===== src/rtl/ifetch_queue.sv =====
// ifetch_queue: instruction fetch front end for the rv32i pipeline.
// Issues one word request at a time to instruction memory, buffers the
// returned {pc, instruction} pairs in a DEPTH-entry FIFO and presents the
// head to decode on a valid/ready handshake. A redirect flushes the FIFO
// and restarts fetch; a redirect that lands on an unacknowledged request
// parks in DRAIN until that stale response returns.
// Optional feature: define IFQ_BYPASS_EN to forward an ack straight to
// decode when the FIFO is empty (zero-cycle fetch-to-decode latency).
module ifetch_queue #(
  parameter int unsigned      PC_W     = 8,
  parameter int unsigned      DATA_W   = 32,
  parameter int unsigned      DEPTH    = 4,
  parameter logic [PC_W-1:0]  RESET_PC = '0
) (
  input  logic              clk,
  input  logic              rst,
  output logic              imem_req,
  output logic [PC_W-1:0]   imem_addr,
  input  logic              imem_ack,
  input  logic [DATA_W-1:0] imem_rdata,
  output logic              inst_valid,
  output logic [DATA_W-1:0] inst,
  output logic [PC_W-1:0]   inst_pc,
  input  logic              inst_ready,
  input  logic              redirect,
  input  logic [PC_W-1:0]   redirect_pc
);

  localparam int unsigned AW = (DEPTH > 1) ? $clog2(DEPTH) : 1;
  localparam int unsigned CW = AW + 1;

  typedef enum logic {
    FETCH = 1'b0,
    DRAIN = 1'b1
  } state_t;

  state_t            state_q, state_d;
  logic              req_q, req_d;
  logic [PC_W-1:0]   fetch_pc_q, fetch_pc_d;
  logic [PC_W-1:0]   saved_pc_q, saved_pc_d;

  logic [PC_W-1:0]   mem_pc   [DEPTH];
  logic [DATA_W-1:0] mem_data [DEPTH];
  logic [AW-1:0]     rd_ptr, wr_ptr;
  logic [CW-1:0]     count, count_nxt;

  logic ack_v;
  logic accept;
  logic flush;
  logic head_valid;
  logic push;
  logic pop;
  logic bypass_hit;
  logic bypass_take;

  // An ack only counts while our request is actually up
  assign ack_v      = imem_ack & req_q;
  assign head_valid = (count != '0);
  // Redirect kills any same-cycle pop
  assign pop        = head_valid & inst_ready & ~redirect;

`ifdef IFQ_BYPASS_EN
  // Forward the response directly when there is nothing queued ahead of it
  assign bypass_hit  = accept & ~head_valid;
  assign bypass_take = bypass_hit & inst_ready;
`else
  assign bypass_hit  = 1'b0;
  assign bypass_take = 1'b0;
`endif

  // A forwarded-and-consumed response never occupies a slot
  assign push = accept & ~bypass_take;

  // Next FIFO occupancy
  always_comb begin
    count_nxt = count;
    if (flush) begin
      count_nxt = '0;
    end else begin
      case ({push, pop})
        2'b10:   count_nxt = count + CW'(1);
        2'b01:   count_nxt = count - CW'(1);
        default: count_nxt = count;
      endcase
    end
  end

  // Fetch FSM: next state, request and fetch PC
  always_comb begin
    state_d    = state_q;
    req_d      = req_q;
    fetch_pc_d = fetch_pc_q;
    saved_pc_d = saved_pc_q;
    accept     = 1'b0;
    flush      = 1'b0;
    if (redirect) begin
      flush = 1'b1;
      if (req_q && !ack_v) begin
        // Old request still in flight: keep it on the bus, remember target
        state_d    = DRAIN;
        saved_pc_d = redirect_pc;
        req_d      = 1'b1;
      end else begin
        state_d    = FETCH;
        fetch_pc_d = redirect_pc;
        req_d      = 1'b1;
      end
    end else if (state_q == DRAIN) begin
      if (ack_v) begin
        // Stale response is dropped; resume at the saved target
        state_d    = FETCH;
        fetch_pc_d = saved_pc_q;
        req_d      = 1'b0;
      end
    end else begin
      if (ack_v) begin
        accept     = 1'b1;
        fetch_pc_d = fetch_pc_q + PC_W'(4);
        req_d      = 1'b0;
      end else if (!req_q) begin
        // Raise only if the response is guaranteed a free slot
        req_d = (count_nxt < CW'(DEPTH));
      end
    end
  end

  // FSM and fetch address registers
  always_ff @(posedge clk or posedge rst) begin
    if (rst) begin
      state_q    <= FETCH;
      req_q      <= 1'b0;
      fetch_pc_q <= RESET_PC;
      saved_pc_q <= RESET_PC;
    end else begin
      state_q    <= state_d;
      req_q      <= req_d;
      fetch_pc_q <= fetch_pc_d;
      saved_pc_q <= saved_pc_d;
    end
  end

  // FIFO pointers and occupancy
  always_ff @(posedge clk or posedge rst) begin
    if (rst) begin
      rd_ptr <= '0;
      wr_ptr <= '0;
      count  <= '0;
    end else if (flush) begin
      rd_ptr <= '0;
      wr_ptr <= '0;
      count  <= '0;
    end else begin
      if (push) wr_ptr <= wr_ptr + AW'(1);
      if (pop)  rd_ptr <= rd_ptr + AW'(1);
      count <= count_nxt;
    end
  end

  // FIFO storage; contents are qualified by count so need no reset
  always_ff @(posedge clk) begin
    if (push) begin
      mem_pc[wr_ptr]   <= fetch_pc_q;
      mem_data[wr_ptr] <= imem_rdata;
    end
  end

  assign imem_req  = req_q;
  assign imem_addr = fetch_pc_q;

  // Decode-side outputs, zeroed when nothing is presented
  always_comb begin
    inst_valid = head_valid | bypass_hit;
    inst       = '0;
    inst_pc    = '0;
    if (head_valid) begin
      inst    = mem_data[rd_ptr];
      inst_pc = mem_pc[rd_ptr];
    end else if (bypass_hit) begin
      inst    = imem_rdata;
      inst_pc = fetch_pc_q;
    end
  end

endmodule


===== config.mk =====
export PLATFORM = sky130hd
export DESIGN_NAME = ifetch_queue
export DESIGN_NICKNAME = d
export VERILOG_FILES = /design/src/rtl/ifetch_queue.sv
export SDC_FILE = /design/constraint.sdc
export NUM_CORES = 1
export LEC_CHECK = 0
export BUFFER_PORTS_ARGS = -buffer_cell sky130_fd_sc_hd__buf_2
export CAP_MARGIN = 25
export CELL_PAD_IN_SITES_DETAIL_PLACEMENT = 1
export CELL_PAD_IN_SITES_GLOBAL_PLACEMENT = 1
export CORE_MARGIN = 2
export CORE_UTILIZATION = 49
export DETAILED_ROUTE_END_ITERATION = 6
export MAX_ROUTING_LAYER = met4
export PLACE_DENSITY = 0.81
export SLEW_MARGIN = 10
export SYNTH_ARGS = -nofsm -noshare
export SYNTH_HDL_FRONTEND = slang
export SYNTH_SLANG_ARGS = --single-unit

===== constraint.sdc =====
create_clock -name clk -period 2.95 [get_ports clk]
set_input_delay 0.295 -clock clk [delete_from_list [all_inputs] [get_ports clk]]
set_output_delay 0.295 -clock clk [all_outputs]
set_load 0.01 [all_outputs]

==> impl_metrics.py <==
metrics = {
    "floorplan": {
        "ioPinCount": 95,
        "rows": 45,
        "start_util": 0.498,
        "die_h_um": 128,
        "die_area_mm2": 0.0163,
        "core_area_mm2": 0.0151,
        "die_x_um": 128,
    },
    "detailed_routing": {
        "drt-total-wl_mm": 15.0,
        "vias": 3955,
        "drt-initial-drc-count": 287,
        "drc": 0,
        "drtPass1Iterations": 4,
        "wl_per_cell_um": 21.2,
        "ant_nets": 0,
        "vias_per_cell": 5.59,
    },
    "timing": {
        "period_needed_ns": 2.72,
        "fin_crit_sh": 0.923,
        "worstMarginPinSlew_ns": 0.863,
        "fin_tns_setup_ns": 0,
        "setup_viol": 0,
        "hold_violations": 0,
        "max-slew-margin-rel": 0.408,
        "rsz0062_at_grt": "no",
        "fin_worst_skew_ns": 0.00590,
        "final_max_slew_viol_count": 0,
        "fmax_ghz": 0.367,
    },
    "clocking": {
        "post_cts.repair.setup_buffers": 0,
        "ctsLongestPathBuffers": 2,
        "cts_sinks": 185,
        "htree_levels": 4,
        "tritoncts": "done",
        "path_clk_slew_ns": 0.06,
        "clkLatencyLatePin_ns": 0.43,
        "numCtsBuffers": 17,
        "cts_root_buffer": "clkbuf_16",
    },
    "final_layout": {
        "insertedDiodeCount": 0,
        "nets": 561,
        "syn2layout_area_growth_pct": 16.9,
        "drive_gt1_frac": 0.369,
    },
    "run": {
        "max_cap_violations": 0,
    },
    "yosys": {
        "synth_edf_count": 160,
        "netlist_instances": 403,
        "synth_ff_type": "edfxtp_1",
        "synth_top_cell_by_area": "edfxtp_1",
        "synth_cell_type_count": 42,
        "synthArstFlopShare": 0.135,
        "synth_nets": 457,
        "syn_area_mm2": 0.00751,
        "synth_warnings": 0,
        "synth.ff_latch_count": 185,
        "yosys-top-cells-area": "edfxtp_1 64%, mux4_2 11%, dfrtp_1 8.3%, and2_1 3.8%, ha_1 1.5%",
        "synth.top_cell.area_share": 0.640,
        "ys_seq_area_frac": 0.723,
        "syn_avg_cell_area_um2": 18.6,
    },
    "global_route": {
        "overflow": 0,
        "antenna_found_initial": 0,
        "grt_max_degree": 43,
        "grt_pass1_wl_mm": 23.4,
        "grt_pass1_vias": 4307,
        "grt_usage": 0.202,
    },
    "critical_path": {
        "critPathKind": "register to register",
        "crit_required_ns": 3.27,
        "cp_slowest_cell": "dfrtp_1",
        "path_buf_inv": 0,
        "ff2ff_setup_slack_ns": 0.23,
        "startpoint_type": "register",
        "path_cells": "or3_1, nand2_1, nor2_1, ha_1, xor2_1, ha_1, a21oi_2, nor2b_1, o31a_1, o41ai_1",
        "reg2reg_from": "count[1]$_DFFE_PP0P_",
        "end_kind": "register",
        "slowest_delay_ns": 0.42,
        "crit_top_cell": "ha_1",
        "r2r-end": "imem_req$_DFFE_PP0P_",
        "arrival_ns": 3.04,
        "r2r_cells": 10,
        "crit_path_max_fanout": 4,
        "worst_path_dominant_cell_family": "compound AO/OA/AOI/OAI gates",
    },
    "pwr": {
        "powerDensity_mw_per_mm2": 632,
        "ir_drop_uv": 476,
        "power_mw": 5.55,
        "p_leak_nw": 3.22,
    },
    "hold_path": {
        "hp-class": "input pin to register",
        "worstHoldStart": "imem_rdata[10]",
        "holdPathStages": 1,
        "hold_end": "mem_data[0][10]$_DFFE_PP_",
    },
    "place": {
        "post-dp-hpwl_mm": 9.51,
        "io_buffers": 94,
        "gp_congestion": 0.729,
    },
    "status": {
        "outcome": "finished clean",
    },
}
[synthesized netlist by cell type, types with 5 or more instances]
cell,number
a21oi_1,11
and2_1,45
buf_2,10
clkbuf_1,7
dfrtp_1,25
edfxtp_1,160
ha_1,9
inv_1,5
mux2_2,8
mux4_2,38
nand2_1,13
nor2_1,21
o21ai_0,10
[power breakdown]
group / total [mW] / switching [mW] / internal [mW]
Combinational: 0.328 / 0.181 / 0.147
Clock: 2.17 / 0.907 / 1.26
Sequential: 3.05 / 0.0860 / 2.97
[layout make-up]
class / count / area (um^2)
tap: 188 / 235
clock inverter: 9 / 71.3
inverter: 5 / 18.8
sequential: 185 / 5430
fill: 1387 / 6310
timing repair buffer: 107 / 628
clock buffer: 23 / 498
multi-input combinational: 191 / 1900
[through the flow]
| stage | cells | hold WS, ns | util | setup slack, ns | instance area [um^2] |
|---|---|---|---|---|---|
| after floorplan | 403 | 0.322 | - | 0.425 | 7510 |
| after global placement | 674 | 0.487 | 0.542 | 0.463 | 8170 |
| after detailed placement | 674 | 0.495 | 0.542 | 0.277 | 8170 |
| after CTS | 706 | 0.0590 | 0.579 | 0.202 | 8740 |
| after global routing | 708 | 0.0744 | 0.582 | 0.119 | 8780 |
| final | 708 | 0.0851 | 0.582 | 0.228 | 8780 |
[worst max path at each step]
stage / start / to / slack, ns / depth (start not counted)
2_1_floorplan: count[1]$_DFFE_PP0P_ / imem_req$_DFFE_PP0P_ / 0.42 / 11
3_3_place_gp: count[1]$_DFFE_PP0P_ / imem_req$_DFFE_PP0P_ / 0.46 / 10
3_5_place_dp: count[1]$_DFFE_PP0P_ / imem_req$_DFFE_PP0P_ / 0.28 / 10
4_1_cts: count[1]$_DFFE_PP0P_ / imem_req$_DFFE_PP0P_ / 0.20 / 10
5_1_grt: count[1]$_DFFE_PP0P_ / imem_req$_DFFE_PP0P_ / 0.12 / 10
6_report: count[1]$_DFFE_PP0P_ / imem_req$_DFFE_PP0P_ / 0.23 / 10
[what timing repair did]
item                      4_1_cts  5_1_grt
resized for setup               0        0
hold buffers                    0        1
hold endpoints to repair        0        4
[registers in the layout, summed over array words and instances (netlist names)]
name        flops
mem_data      128
wr_ptr          2
state_q         1
imem_req        1
count           3
saved_pc_q      8
mem_pc         32
rd_ptr          2
imem_addr       8
[layer usage]
| metal | global-route usage | vias up | wire, um |
|---|---|---|---|
| li1 | - | 1764 | - |
| met1 | 0.240 | 2058 | 6220 |
| met2 | 0.341 | 108 | 7920 |
| met3 | 0.0422 | 25 | 547 |
| met4 | 0.0782 | 0 | 289 |
| met5 | - | - | 0 |
[cell families after synthesis]
logic type / after synthesis / synth area share
buffers and inverters: 27 / 0.0248
xor gates and xnor gates: 4 / 0.00467
DFF: 185 / 0.723
muxes: 52 / 0.138
AOI/OAI and AO/OA: 32 / 0.0257
and+or+nand+nor: 94 / 0.0682
adders and majority gates: 9 / 0.0150
[cell usage in the layout (no fill, tap or decap), types with 2 or more instances in the layout]
cell,n
clkbuf_16,17
mux4_1,2
mux4_2,38
nor2_1,21
dfrtp_1,23
inv_1,5
ha_1,9
and2_1,41
clkbuf_8,5
o21ai_0,10
nor3b_1,2
and2_2,4
nand3_1,2
nand2_1,13
buf_2,94
nor2b_1,2
dfrtp_2,2
xor2_1,3
mux2i_1,4
a21oi_1,11
edfxtp_1,160
mux2_2,8
buf_4,8
clkinv_2,6
buf_12,3
[worst register-to-register path, stage by stage, from the launching register on]
cell and delay (ns):
dfrtp_1 0.42, or3_1 0.42, nand2_1 0.14, nor2_1 0.09, ha_1 0.30, xor2_1 0.18, ha_1 0.21, a21oi_2 0.14
nor2b_1 0.08, o31a_1 0.31, o41ai_1 0.32
(Power assumes the default switching activity.)
